===== src/rtl/display_pkg.sv =====
// ---------------------------------------------------------------------------
// display_pkg
// Shared constants for the VGA calculator display path: glyph geometry,
// ROM row-index width, colour width, sync idle level and active area size.
// No ports.
// ---------------------------------------------------------------------------
package display_pkg;

  localparam int GLYPH_W   = 5;
  localparam int GLYPH_H   = 5;
  localparam int ROW_IDX_W = 3;
  localparam int RGB_W     = 8;

  // Level of hsync/vsync while no sync pulse is being generated
  localparam logic SYNC_IDLE = 1'b1;

  localparam int H_ACTIVE = 640;
  localparam int V_ACTIVE = 480;

endpackage


===== src/rtl/glyph_renderer_if.sv =====
// ---------------------------------------------------------------------------
// glyph_renderer_if
// Bundles the beam/sync inputs, the glyph ROM handshake and the coloured
// pixel outputs of the glyph renderer.
//   master : timing generator + ROM side (drives beam, syncs, rom_code)
//   slave  : the renderer (drives rom_row, pixel_on, rgb, delayed syncs)
// ---------------------------------------------------------------------------
interface glyph_renderer_if;
  import display_pkg::*;

  logic                 pix_en;
  logic                 video_on;
  logic [9:0]           hcount;
  logic [9:0]           vcount;
  logic                 hsync_in;
  logic                 vsync_in;
  logic [ROW_IDX_W-1:0] rom_row;
  logic [GLYPH_W-1:0]   rom_code;
  logic                 pixel_on;
  logic [RGB_W-1:0]     rgb;
  logic                 hsync_out;
  logic                 vsync_out;
  logic                 video_on_out;

  modport master (
    output pix_en, video_on, hcount, vcount, hsync_in, vsync_in, rom_code,
    input  rom_row, pixel_on, rgb, hsync_out, vsync_out, video_on_out
  );

  modport slave (
    input  pix_en, video_on, hcount, vcount, hsync_in, vsync_in, rom_code,
    output rom_row, pixel_on, rgb, hsync_out, vsync_out, video_on_out
  );

endinterface


===== src/rtl/glyph_renderer_sync_delay.sv =====
// ---------------------------------------------------------------------------
// sync_delay_line
// N-stage shift register that advances only on en, used to keep the
// hsync/vsync/video_on bundle aligned with the glyph pixel pipeline.
// Every stage resets to RESET_VAL (the idle level of each bit).
// Ports:
//   clk, reset_n : clock, asynchronous active-low reset
//   en           : shift enable (one pixel tick)
//   din          : bundle entering stage 0
//   dout         : bundle leaving the last stage
// ---------------------------------------------------------------------------
module sync_delay_line #(
  parameter int               WIDTH     = 1,
  parameter int               STAGES    = 2,
  parameter logic [WIDTH-1:0] RESET_VAL = '0
) (
  input  logic             clk,
  input  logic             reset_n,
  input  logic             en,
  input  logic [WIDTH-1:0] din,
  output logic [WIDTH-1:0] dout
);

  logic [WIDTH-1:0] stage_q [STAGES];
  logic [WIDTH-1:0] stage_d [STAGES];

  always_comb begin
    for (int i = 0; i < STAGES; i++) begin
      stage_d[i] = stage_q[i];
    end
    if (en) begin
      stage_d[0] = din;
      for (int i = 1; i < STAGES; i++) begin
        stage_d[i] = stage_q[i-1];
      end
    end
  end

  always_ff @(posedge clk or negedge reset_n) begin
    if (!reset_n) begin
      for (int i = 0; i < STAGES; i++) begin
        stage_q[i] <= RESET_VAL;
      end
    end else begin
      for (int i = 0; i < STAGES; i++) begin
        stage_q[i] <= stage_d[i];
      end
    end
  end

  assign dout = stage_q[STAGES-1];

endmodule


===== src/rtl/glyph_renderer.sv =====
// ---------------------------------------------------------------------------
// glyph_renderer
// Draws one 5x5 glyph, magnified by 2^SCALE_LOG2, in a fixed box whose
// top-left corner is (X0, Y0). Two pixel-tick pipeline:
//   stage 1 : box test, glyph column/row, drives rom_row
//   stage 2 : picks the column bit of rom_code -> dot, colour output
// The syncs and video_on are delayed by the same two ticks.
// Ports:
//   clk, reset_n : clock, asynchronous active-low reset
//   bus (slave)  : beam coordinates, syncs, ROM row/code, pixel/colour out
// Optional build macro GLYPH_BLINK_EN: a 6-bit vsync falling-edge frame
// counter blanks the glyph while its bit 5 is set (32 on / 32 off frames).
// ---------------------------------------------------------------------------
module glyph_renderer
  import display_pkg::*;
#(
  parameter logic [9:0]       X0         = 10'd300,
  parameter logic [9:0]       Y0         = 10'd220,
  parameter int               SCALE_LOG2 = 2,
  parameter logic [RGB_W-1:0] FG_RGB     = 8'hFF,
  parameter logic [RGB_W-1:0] BG_RGB     = 8'h00
) (
  input  logic              clk,
  input  logic              reset_n,
  glyph_renderer_if.slave   bus
);

  localparam logic [10:0] BOX_W = 11'(GLYPH_W << SCALE_LOG2);
  localparam logic [10:0] BOX_H = 11'(GLYPH_H << SCALE_LOG2);

  logic [10:0]          dx;
  logic [10:0]          dy;
  logic                 in_box;
  logic                 in_box_q, in_box_d;
  logic [2:0]           col_q, col_d;
  logic [ROW_IDX_W-1:0] row_q, row_d;
  logic                 dot_q, dot_d;
  logic                 col_bit;
  logic                 blank;
  logic [2:0]           sync_out;

  // 11-bit offsets: a beam left of / above the box shows up as bit 10 set,
  // so a box clipped by the screen edge never wraps around
  always_comb begin
    dx     = {1'b0, bus.hcount} - {1'b0, X0};
    dy     = {1'b0, bus.vcount} - {1'b0, Y0};
    in_box = bus.video_on & ~dx[10] & ~dy[10] & (dx < BOX_W) & (dy < BOX_H);
  end

  always_comb begin
    in_box_d = in_box_q;
    col_d    = col_q;
    row_d    = row_q;
    if (bus.pix_en) begin
      in_box_d = in_box;
      col_d    = 3'(dx >> SCALE_LOG2);
      row_d    = ROW_IDX_W'(dy >> SCALE_LOG2);
    end
  end

  // Bit 4 of the row code is the leftmost dot; columns past 4 yield no dot
  always_comb begin
    col_bit = 1'b0;
    case (col_q)
      3'd0:    col_bit = bus.rom_code[4];
      3'd1:    col_bit = bus.rom_code[3];
      3'd2:    col_bit = bus.rom_code[2];
      3'd3:    col_bit = bus.rom_code[1];
      3'd4:    col_bit = bus.rom_code[0];
      default: col_bit = 1'b0;
    endcase
  end

`ifdef GLYPH_BLINK_EN
  logic       vsync_prev_q, vsync_prev_d;
  logic [5:0] frame_cnt_q, frame_cnt_d;

  // Count vsync falling edges, sampled on pixel ticks
  always_comb begin
    vsync_prev_d = vsync_prev_q;
    frame_cnt_d  = frame_cnt_q;
    if (bus.pix_en) begin
      vsync_prev_d = bus.vsync_in;
      if (vsync_prev_q && !bus.vsync_in) begin
        frame_cnt_d = frame_cnt_q + 6'd1;
      end
    end
  end

  always_ff @(posedge clk or negedge reset_n) begin
    if (!reset_n) begin
      vsync_prev_q <= SYNC_IDLE;
      frame_cnt_q  <= 6'd0;
    end else begin
      vsync_prev_q <= vsync_prev_d;
      frame_cnt_q  <= frame_cnt_d;
    end
  end

  assign blank = frame_cnt_q[5];
`else
  assign blank = 1'b0;
`endif

  always_comb begin
    dot_d = dot_q;
    if (bus.pix_en) begin
      dot_d = in_box_q & col_bit & ~blank;
    end
  end

  always_ff @(posedge clk or negedge reset_n) begin
    if (!reset_n) begin
      in_box_q <= 1'b0;
      col_q    <= '0;
      row_q    <= '0;
      dot_q    <= 1'b0;
    end else begin
      in_box_q <= in_box_d;
      col_q    <= col_d;
      row_q    <= row_d;
      dot_q    <= dot_d;
    end
  end

  // Bundle order {hsync, vsync, video_on}
  sync_delay_line #(
    .WIDTH     (3),
    .STAGES    (2),
    .RESET_VAL ({SYNC_IDLE, SYNC_IDLE, 1'b0})
  ) u_sync_delay (
    .clk     (clk),
    .reset_n (reset_n),
    .en      (bus.pix_en),
    .din     ({bus.hsync_in, bus.vsync_in, bus.video_on}),
    .dout    (sync_out)
  );

  assign bus.rom_row      = row_q;
  assign bus.pixel_on     = dot_q;
  assign bus.hsync_out    = sync_out[2];
  assign bus.vsync_out    = sync_out[1];
  assign bus.video_on_out = sync_out[0];

  always_comb begin
    bus.rgb = '0;
    if (sync_out[0]) begin
      bus.rgb = dot_q ? FG_RGB : BG_RGB;
    end
  end

endmodule


===== src/flat_wrapper.sv =====
// flat-port wrapper written by rule: the top's interface ports become plain ports
module glyph_renderer_flat import display_pkg::*;
#(
  parameter logic [9:0]       X0         = 10'd300,
  parameter logic [9:0]       Y0         = 10'd220,
  parameter int               SCALE_LOG2 = 2,
  parameter logic [RGB_W-1:0] FG_RGB     = 8'hFF,
  parameter logic [RGB_W-1:0] BG_RGB     = 8'h00
)
  (clk, reset_n, bus_pix_en, bus_video_on, bus_hcount, bus_vcount, bus_hsync_in, bus_vsync_in, bus_rom_code, bus_rom_row, bus_pixel_on, bus_rgb, bus_hsync_out, bus_vsync_out, bus_video_on_out);
  glyph_renderer_if bus_i ();
  input  logic clk;
  input  logic reset_n;
  input wire logic [$bits(bus_i.pix_en)-1:0] bus_pix_en;
  input wire logic [$bits(bus_i.video_on)-1:0] bus_video_on;
  input wire logic [$bits(bus_i.hcount)-1:0] bus_hcount;
  input wire logic [$bits(bus_i.vcount)-1:0] bus_vcount;
  input wire logic [$bits(bus_i.hsync_in)-1:0] bus_hsync_in;
  input wire logic [$bits(bus_i.vsync_in)-1:0] bus_vsync_in;
  input wire logic [$bits(bus_i.rom_code)-1:0] bus_rom_code;
  output wire logic [$bits(bus_i.rom_row)-1:0] bus_rom_row;
  output wire logic [$bits(bus_i.pixel_on)-1:0] bus_pixel_on;
  output wire logic [$bits(bus_i.rgb)-1:0] bus_rgb;
  output wire logic [$bits(bus_i.hsync_out)-1:0] bus_hsync_out;
  output wire logic [$bits(bus_i.vsync_out)-1:0] bus_vsync_out;
  output wire logic [$bits(bus_i.video_on_out)-1:0] bus_video_on_out;
  assign bus_i.pix_en = bus_pix_en;
  assign bus_i.video_on = bus_video_on;
  assign bus_i.hcount = bus_hcount;
  assign bus_i.vcount = bus_vcount;
  assign bus_i.hsync_in = bus_hsync_in;
  assign bus_i.vsync_in = bus_vsync_in;
  assign bus_i.rom_code = bus_rom_code;
  assign bus_rom_row = bus_i.rom_row;
  assign bus_pixel_on = bus_i.pixel_on;
  assign bus_rgb = bus_i.rgb;
  assign bus_hsync_out = bus_i.hsync_out;
  assign bus_vsync_out = bus_i.vsync_out;
  assign bus_video_on_out = bus_i.video_on_out;
  glyph_renderer #(.X0(X0), .Y0(Y0), .SCALE_LOG2(SCALE_LOG2), .FG_RGB(FG_RGB), .BG_RGB(BG_RGB)) u_core (.clk(clk), .reset_n(reset_n), .bus(bus_i));
endmodule

===== config.mk =====
export PLATFORM = sky130hd
export DESIGN_NAME = glyph_renderer_flat
export DESIGN_NICKNAME = d
export VERILOG_FILES = /design/src/rtl/display_pkg.sv /design/src/rtl/glyph_renderer_if.sv /design/src/rtl/glyph_renderer_sync_delay.sv /design/src/rtl/glyph_renderer.sv /design/src/flat_wrapper.sv
export SDC_FILE = /design/constraint.sdc
export NUM_CORES = 1
export LEC_CHECK = 0
export CORE_MARGIN = 8
export CORE_UTILIZATION = 38
export DETAILED_ROUTE_END_ITERATION = 10
export PLACE_DENSITY_LB_ADDON = 0.08
export SKIP_CTS_REPAIR_TIMING = 1
export SLEW_MARGIN = 5
export SYNTH_ARGS = -nofsm -noshare
export SYNTH_HDL_FRONTEND = slang
export SYNTH_SLANG_ARGS = --single-unit

===== constraint.sdc =====
create_clock -name clk -period 1.37 [get_ports clk]
set_input_delay 0.2055 -clock clk [delete_from_list [all_inputs] [get_ports clk]]
set_output_delay 0.2055 -clock clk [all_outputs]
set_load 0.03 [all_outputs]

# ---- Word-level counts from Yosys, hierarchy flattened
# Cells that the tools add are included.
dict set report totals {
  register_bits 14
  inputBits 31
  wordCells 25
}
dict set report op_classes {
  n_addsub 2
  magnitude_cmp 2
  eq_ne 4
  n_mux 3
  n_bitwise 7
  n_reduce_logical 1
}
# op count
set ops {}
lappend ops {{11-bit by 5-bit < comparator with 1-bit output, second input constant} 2}
lappend ops {{8-bit 2-to-1 mux} 2}
lappend ops {{10-bit by 8-bit subtractor with 11-bit output, second input constant} 1}
lappend ops {{10-bit by 9-bit subtractor with 11-bit output, second input constant} 1}
lappend ops {{3-bit by 2-bit equality test with 1-bit output, second input constant} 2}
lappend ops {{1-bit bitwise AND} 5}
lappend ops {{1-bit case mux with 5 select lines} 1}
lappend ops {{3-bit by 1-bit equality test with 1-bit output, second input constant} 1}
lappend ops {{3-bit equality test, second input constant} 1}
lappend ops {{3-bit zero test} 1}
lappend ops {{1-bit inverter} 2}

# ---- Longest topological paths before layout
# Gate-level depths: netlist of run 1.
dict set report logic_depth {
  ltp_word 6
  mapped_depth 5
}

# ---- By module
# Synthesis of run 1 repeated with hierarchy kept, for this count alone.
dict set report hier_totals {
  cells_unflattened 76
  area_unflattened_um2 882.1
}
# mod n_inst cells_each area_per_inst_um2 seq_area_each_um2
set modules_own_cells {}
lappend modules_own_cells {glyph_renderer 1 60 603.1 200.2}
lappend modules_own_cells {sync_delay_line 1 16 279.0 155.1}

# ---- Worst setup path after synthesis of run 1
# OpenSTA, ideal clock, no wires.
dict set report synth_timing {
  path_type {input port to flip-flop}
  start {input bus_hcount[2]}
  end {register u_core.in_box_q}
  setup_time_ns 0.095
  t_arrival_ns 1.482
  required_time_ns 1.275
  slack_ns -0.207
  stages 5
  cell_sequence {ha_1 > nand2b_4 > a221o_1 > a2111o_1 > o31ai_1}
}
dict set report synth_via {
  elab_chain_cells 6
}
# element line
set synth_lines {}
lappend synth_lines {{start, declared} flat_wrapper.sv:16} ;# input wire logic [$bits(bus_i.hcount)-1:0] bus_hcount;
lappend synth_lines {{10-bit by 9-bit subtractor with 11-bit output *} glyph_renderer.sv:45} ;# dx = {1'b0, bus.hcount} - {1'b0, X0};
lappend synth_lines {{branches (longest 3 deep; another with 11-bit by 5-bit < comparator with 1-bit output)} -}
lappend synth_lines {{1-bit bitwise AND * (2 in series)} glyph_renderer.sv:47} ;# in_box = bus.video_on & ~dx[10] & ~dy[10] & (dx < BOX_W) & (dy < BOX_H);
lappend synth_lines {{end signal, assigned} glyph_renderer.sv:119} ;# in_box_q <= in_box_d;
lappend synth_lines {{end, declared} glyph_renderer.sv:34} ;# logic in_box_q, in_box_d;
# Mark *: on every way between the ends.
# A chain may end at the register's enable or synchronous reset.

# ---- Worst setup path after layout of run 1
dict set report layout_timing {
  start {input bus_hcount[7]}
  end {register u_core.in_box_q}
}
# Same word-level chain as after synthesis.

==> flow_metrics.env, run 1 <==
export IMPL_dp_slack_ns=-0.675
export IMPL_synth_edff_count=0
export IMPL_antenna_found_initial=0
export IMPL_regArea_um2=355
export IMPL_p_seq_share_pct=43.1
export IMPL_core_region_area_um2=2170
export IMPL_syn_nets=108
export IMPL_clockBufferDepth=2
export IMPL_cp_top_family="compound AO/OA/AOI/OAI gates"
export IMPL_rsz0062_at_grt="yes"
export IMPL_clk_latency_ns=0.27
export IMPL_rows=17
export IMPL_hold_viol_final=0
export IMPL_viasPerCell=4.89
export IMPL_finalWeightedCongestion=0.820
export IMPL_slowest_stage="clkdlybuf4s50_1"
export IMPL_mostFrequentLayoutCells="buf_4 (26), clkdlybuf4s50_1 (24), mux2_2 (11)"
export IMPL_cts_buffers=3
export IMPL_relSlewSlack_pct=78.6
export IMPL_p_comb_share_pct=32.3
export IMPL_setup_ws_ns=-0.0753
export IMPL_yosys_warnings=0
export IMPL_dpl_hpwl_mm=1.74
export IMPL_drt_total_wl_mm=2.04
export IMPL_htree_levels=1
export IMPL_path_buf_inv=1
export IMPL_drt_iter0_drc=22
export IMPL_die_h_um=63.3
export IMPL_area_growth_pct=67.6
export IMPL_synth_cells=75
export IMPL_crit_chain="clkdlybuf4s50_1, nor4b_2, o2111ai_1, a2111o_1, o31ai_2"
export IMPL_grtUsageTotal_pct=10.8
export IMPL_cts_sinks=14
export IMPL_leakagePower_nw=0.666
export IMPL_fp_dieW_um=63.3
export IMPL_ioPinCount=46
export IMPL_p_clk_share_pct=24.6
export IMPL_antenna_left=0
export IMPL_final_max_slew_viol_count=0
export IMPL_crit_path_start_kind="primary input"
export IMPL_yosysSeqAreaShare_pct=41.8
export IMPL_hold_path_class="primary input to asynchronous set/reset pin"
export IMPL_fin_hold_ws_ns=0.229
export IMPL_diodes=0
export IMPL_p_int_mw=0.850
export IMPL_skew_ns=0.000292
export IMPL_synthArstFlopShare_pct=100
export IMPL_synth_seq_cells=14
export IMPL_critPathMaxStageDelay_ns=0.42
export IMPL_syn_area_um2=851
export IMPL_drive_gt1_share_pct=43.3
export IMPL_synth_flop_cell="dfrtp_1"
export IMPL_ir_drop_v=0.00105
export IMPL_multi_input_area_um2=458
export IMPL_worst_pin_slew_ns=0.320
export IMPL_routedWlPerCell_um=13.2
export IMPL_switching_share_pct=26.2
export IMPL_fin_crit_sh_pct=105
export IMPL_setup_violations=1
export IMPL_fin_crit_ns=1.45
export IMPL_clk_root_buffer_cell="clkbuf_4"
export IMPL_grt_pass1_wl_mm=3.61
export IMPL_fill_cells=180
export IMPL_dieArea_um2=4010
export IMPL_num_vias=758
export IMPL_path_max_fanout=1
export IMPL_initial_core_util_pct=39.2
export IMPL_cp_required_ns=1.56
export IMPL_grt_max_degree=17
export IMPL_syn_area_per_cell_um2=11.3
export IMPL_fin_nets=161
export IMPL_firstDrtPassIters=4
export IMPL_drc=0
export IMPL_cp_end_kind="flop"
export IMPL_cap_violations=0
export IMPL_fmax_mhz=692
export IMPL_overflow=0
export IMPL_powerDensity_nw_per_um2=808
export IMPL_cts_tree="done"
export IMPL_grt_pass1_vias=832
export IMPL_critPathKind="primary input to flop"
export IMPL_violations="negative setup slack"
export IMPL_switchingPower_mw=0.302
export IMPL_clkTransAtPathRegs_ns=0.08
export IMPL_arrival_ns=1.63
export IMPL_status="complete, but fails checks"
export IMPL_port_buffers=41
export IMPL_mostFrequentLayoutCell="buf_4"
export IMPL_synthDistinctLibCells=30
## worst reg2reg max path, stage by stage, from the launching register on
cell and delay, ns:
dfrtp_1 0.39, mux4_2 0.52, mux2i_2 0.17, o22ai_1 0.09
## synthesized netlist by cell type, types with 2 or more instances
cell / n / area share, %
xnor2_1: 2 / 2.1
nor4b_1: 2 / 2.1
mux2_2: 11 / 15
o22ai_1: 3 / 2.2
buf_4: 7 / 6.2
dfstp_2: 4 / 12
ha_1: 2 / 2.9
clkbuf_1: 2 / 0.88
dfrtp_1: 10 / 29
nand2_1: 2 / 0.88
inv_1: 5 / 2.2
nand2b_1: 3 / 2.2
a21oi_1: 5 / 2.9
## path summary, 6_finish.rpt
| path | cells after the start | slack, ns | start | end |
|---|---|---|---|---|
| max | 5 | -0.08 | bus_hcount[7] | u_core.in_box_q |
| min | 2 | 0.23 | reset_n | u_core.col_q[0] |
| max reg2reg | 3 | 0.09 | u_core.col_q[0] | u_core.bus.pixel_on |
| min reg2reg | 2 | 0.51 | u_core.in_box_q | u_core.in_box_q |
| max in group asynchronous | 2 | 0.91 | reset_n | u_core.u_sync_delay.stage_q[5] |
| min in group clk | 4 | 0.48 | bus_hcount[3] | u_core.col_q[1] |
## area by class of cell
cell class / instances / share of cell area [%]
timing repair buffer: 57 / 36.7
inverter: 5 / 1.32
tap: 28 / 2.46
sequential: 14 / 24.9
clock buffer: 4 / 2.54
multi-input combinational: 47 / 32.1
## sequential cells by signal, indices dropped and copies added (netlist names)
| name | flops |
|---|---|
| u_core.bus.rom_row | 3 |
| u_core.col_q | 3 |
| u_core.u_sync_delay.dout | 3 |
| u_core.u_sync_delay.stage_q | 3 |
| u_core.bus.pixel_on | 1 |
| u_core.in_box_q | 1 |
## stage by stage
stage / setup TNS (ns) / instance area, um^2 / utilization [%] / std cells / total power, mW
floorplan: -0.104 / 872 / - / 75 / 0.672
global placement: -1.54 / 1350 / 62.3 / 151 / 0.865
detailed placement: -1.70 / 1350 / 62.3 / 151 / 0.874
CTS: -1.20 / 1390 / 64.0 / 155 / 1.17
global route: -0.151 / 1430 / 65.7 / 155 / 1.23
finish: -0.0753 / 1430 / 65.7 / 155 / 1.15
## layer usage
layer / share of wire (%) / up-vias / GRT usage (%)
met5: 0 / - / 0
met4: 0 / 0 / 1.67
met3: 9.2 / 0 / 5.65
met2: 51 / 27 / 19.5
met1: 40 / 363 / 10.9
li1: - / 368 / -
## power groups by stage
stage	combinational (mW)	clock, mW	sequential, mW
6_report	0.372	0.284	0.496
5_1_grt	0.400	0.327	0.504
4_1_cts	0.371	0.298	0.497
3_5_place_dp	0.370	0	0.504
3_3_place_gp	0.364	0	0.501
2_1_floorplan	0.122	0	0.549
## logic make-up after synthesis
family	synth area share, %
AO/OA/AOI/OAI	12.2
XOR/XNOR	2.06
adder cells (fa/ha/maj)	2.94
buffers and inverters	9.27
flip-flops	41.8
multiplexers	18.4
AND/OR/NAND/NOR	13.4
No activity file was read; power rests on OpenSTA's default activity.
==> run 2: changes to the inputs <==
--- a/config.mk
+++ b/config.mk
@@ -5,12 +5,16 @@
 export SDC_FILE = /design/constraint.sdc
 export NUM_CORES = 1
 export LEC_CHECK = 0
+export CELL_PAD_IN_SITES_DETAIL_PLACEMENT = 0
+export CELL_PAD_IN_SITES_GLOBAL_PLACEMENT = 1
 export CORE_MARGIN = 8
-export CORE_UTILIZATION = 38
+export CORE_UTILIZATION = 28
 export DETAILED_ROUTE_END_ITERATION = 10
+export HOLD_SLACK_MARGIN = 0.15
 export PLACE_DENSITY_LB_ADDON = 0.08
 export SKIP_CTS_REPAIR_TIMING = 1
 export SLEW_MARGIN = 5
 export SYNTH_ARGS = -nofsm -noshare
 export SYNTH_HDL_FRONTEND = slang
 export SYNTH_SLANG_ARGS = --single-unit
+export TNS_END_PERCENT = 10
==> run 2 against run 1 <==
Effect of this change:
- the run still ends with negative setup slack left
- final cell count up 2.6%
- sequential share of layout area barely moved
- clock power is 2% higher
- critical path depth unchanged
- largest power group unchanged
- maximum frequency is 2.4% lower
- via count is 3.2% lower
- clock skew barely moved
- worst setup slack got worse by 0.036 ns
==> flow_metrics.env, run 2 (synthesized netlist as in run 1, its figures left out) <==
export IMPL_clkTransAtPathRegs_ns=0.08
export IMPL_path_max_fanout=1
export IMPL_mostFrequentLayoutCell="buf_4"
export IMPL_utilization_pct=47.8
export IMPL_dieArea_um2=5060
export IMPL_cts_sinks=14
export IMPL_final_area_um2=1420
export IMPL_ioPinCount=46
export IMPL_p_comb_share_pct=31.8
export IMPL_ir_drop_v=0.000393
export IMPL_num_vias=734
export IMPL_regArea_um2=355
export IMPL_slowest_stage="clkdlybuf4s50_1"
export IMPL_fin_crit_ns=1.48
export IMPL_multi_input_area_um2=457
export IMPL_initial_core_util_pct=28.6
export IMPL_overflow=0
export IMPL_reg2reg_depth=3
export IMPL_drc=0
export IMPL_fin_nets=160
export IMPL_clk_root_buffer_cell="clkbuf_4"
export IMPL_violations="negative setup slack"
export IMPL_die_h_um=71.1
export IMPL_viasPerCell=4.62
export IMPL_grtUsageTotal_pct=9.53
export IMPL_fmax_mhz=675
export IMPL_htree_levels=1
export IMPL_relSlewSlack_pct=78.5
export IMPL_port_buffers=41
export IMPL_cap_violations=0
export IMPL_setup_ws_ns=-0.112
export IMPL_switchingPower_mw=0.305
export IMPL_setup_violations=1
export IMPL_cts_buffers=3
export IMPL_power_mw=1.15
export IMPL_arrival_ns=1.67
export IMPL_worst_pin_slew_ns=0.322
export IMPL_hold_viol_final=0
export IMPL_cp_required_ns=1.55
export IMPL_antenna_found_initial=0
export IMPL_hold_path_class="primary input to asynchronous set/reset pin"
export IMPL_antenna_left=0
export IMPL_critPathKind="primary input to flop"
export IMPL_grt_pass1_vias=844
export IMPL_fin_crit_sh_pct=108
export IMPL_drt_iter0_drc=8
export IMPL_dp_slack_ns=-0.711
export IMPL_rows=20
export IMPL_grt_max_degree=16
export IMPL_clk_latency_ns=0.27
export IMPL_path_buf_inv=1
export IMPL_cp_end_kind="flop"
export IMPL_clockBufferDepth=2
export IMPL_crit_chain="clkdlybuf4s50_1, nor4b_2, o2111ai_1, a2111o_1, o31ai_2"
export IMPL_diodes=0
export IMPL_drive_gt1_share_pct=42.9
export IMPL_tns_ns=-0.112
export IMPL_status="complete, but fails checks"
export IMPL_cts_tree="done"
export IMPL_drt_total_wl_mm=2.19
export IMPL_mostFrequentLayoutCells="buf_4 (25), clkdlybuf4s50_1 (24), mux2_2 (11)"
export IMPL_core_region_area_um2=2980
export IMPL_switching_share_pct=26.5
export IMPL_final_max_slew_viol_count=0
export IMPL_powerDensity_nw_per_um2=808
export IMPL_routedWlPerCell_um=13.8
export IMPL_crit_path_start_kind="primary input"
export IMPL_dpl_hpwl_mm=1.86
export IMPL_finalWeightedCongestion=0.683
export IMPL_reg2reg_from="u_core.col_q[0]"
export IMPL_p_clk_share_pct=25.2
export IMPL_fill_cells=290
export IMPL_critPathMaxStageDelay_ns=0.41
export IMPL_rsz0062_at_grt="yes"
export IMPL_fp_dieW_um=71.1
export IMPL_p_int_mw=0.845
export IMPL_dpl_cell_area_um2=1350
export IMPL_rr_endpoint="u_core.bus.pixel_on"
export IMPL_cp_top_family="compound AO/OA/AOI/OAI gates"
export IMPL_skew_ns=0.000252
export IMPL_p_seq_share_pct=42.9
export IMPL_area_growth_pct=67.4
export IMPL_firstDrtPassIters=4
export IMPL_grt_pass1_wl_mm=4.05
export IMPL_rrSetupSlack_ns=0.12
export IMPL_leakagePower_nw=0.660
## run 2: cell count changes in the layout (fill, tap and decap cells not counted)
cell	before	now
buf_4	26	25
ha_1	1	0
mux2i_1	0	1
mux2i_2	1	0
ha_2	0	1
## run 2: metal layers
metal	up-vias	GRT usage, %	wire length [um]
li1	370	-	-
met1	339	10.7	890
met2	23	16.6	1120
met3	2	3.67	163
met4	0	2.08	17
met5	-	0	0
## run 2: how the worst max path moves through the flow
stage                            endpoint          start  cells after the start  slack, ns
after floorplan           u_core.in_box_q  bus_hcount[2]                      5      -0.10
after global placement    u_core.in_box_q  bus_hcount[2]                      6      -0.67
after detailed placement  u_core.in_box_q  bus_hcount[2]                      6      -0.71
after CTS                 u_core.in_box_q  bus_hcount[2]                      6      -0.43
after global routing      u_core.in_box_q  bus_hcount[9]                      5      -0.19
final                     u_core.in_box_q  bus_hcount[9]                      5      -0.11
## run 2: worst reg2reg max path: cells and delay by family, from the launching register on
| family | cells | cell delay [ns] |
|---|---|---|
| multiplexers | 2 | 0.65 |
| AO/OA/AOI/OAI | 1 | 0.09 |
| flip-flops | 1 | 0.40 |
## run 2: power by group through the flow
stage,logic [mW],registers [mW],clock network (mW)
after floorplan,0.122,0.549,0
after global placement,0.365,0.502,0
after detailed placement,0.370,0.503,0
after CTS,0.371,0.495,0.305
after global routing,0.398,0.501,0.327
final,0.366,0.494,0.290
## run 2: area by class of cell
type / count / share of cell area (%)
multi-input cells: 47 / 32.1
well taps: 33 / 2.90
clock buffers: 4 / 2.55
flip-flops and latches: 14 / 25.0
inverters: 5 / 1.32
repair buffers: 56 / 36.2
## run 2: through the flow
| stage | instances | hold slack (ns) |
|---|---|---|
| after CTS | 159 | 0.229 |
| after global placement | 155 | 0.491 |
| final | 159 | 0.233 |
| after floorplan | 75 | -0.0901 |
| after global routing | 159 | 0.244 |
| after detailed placement | 155 | 0.494 |
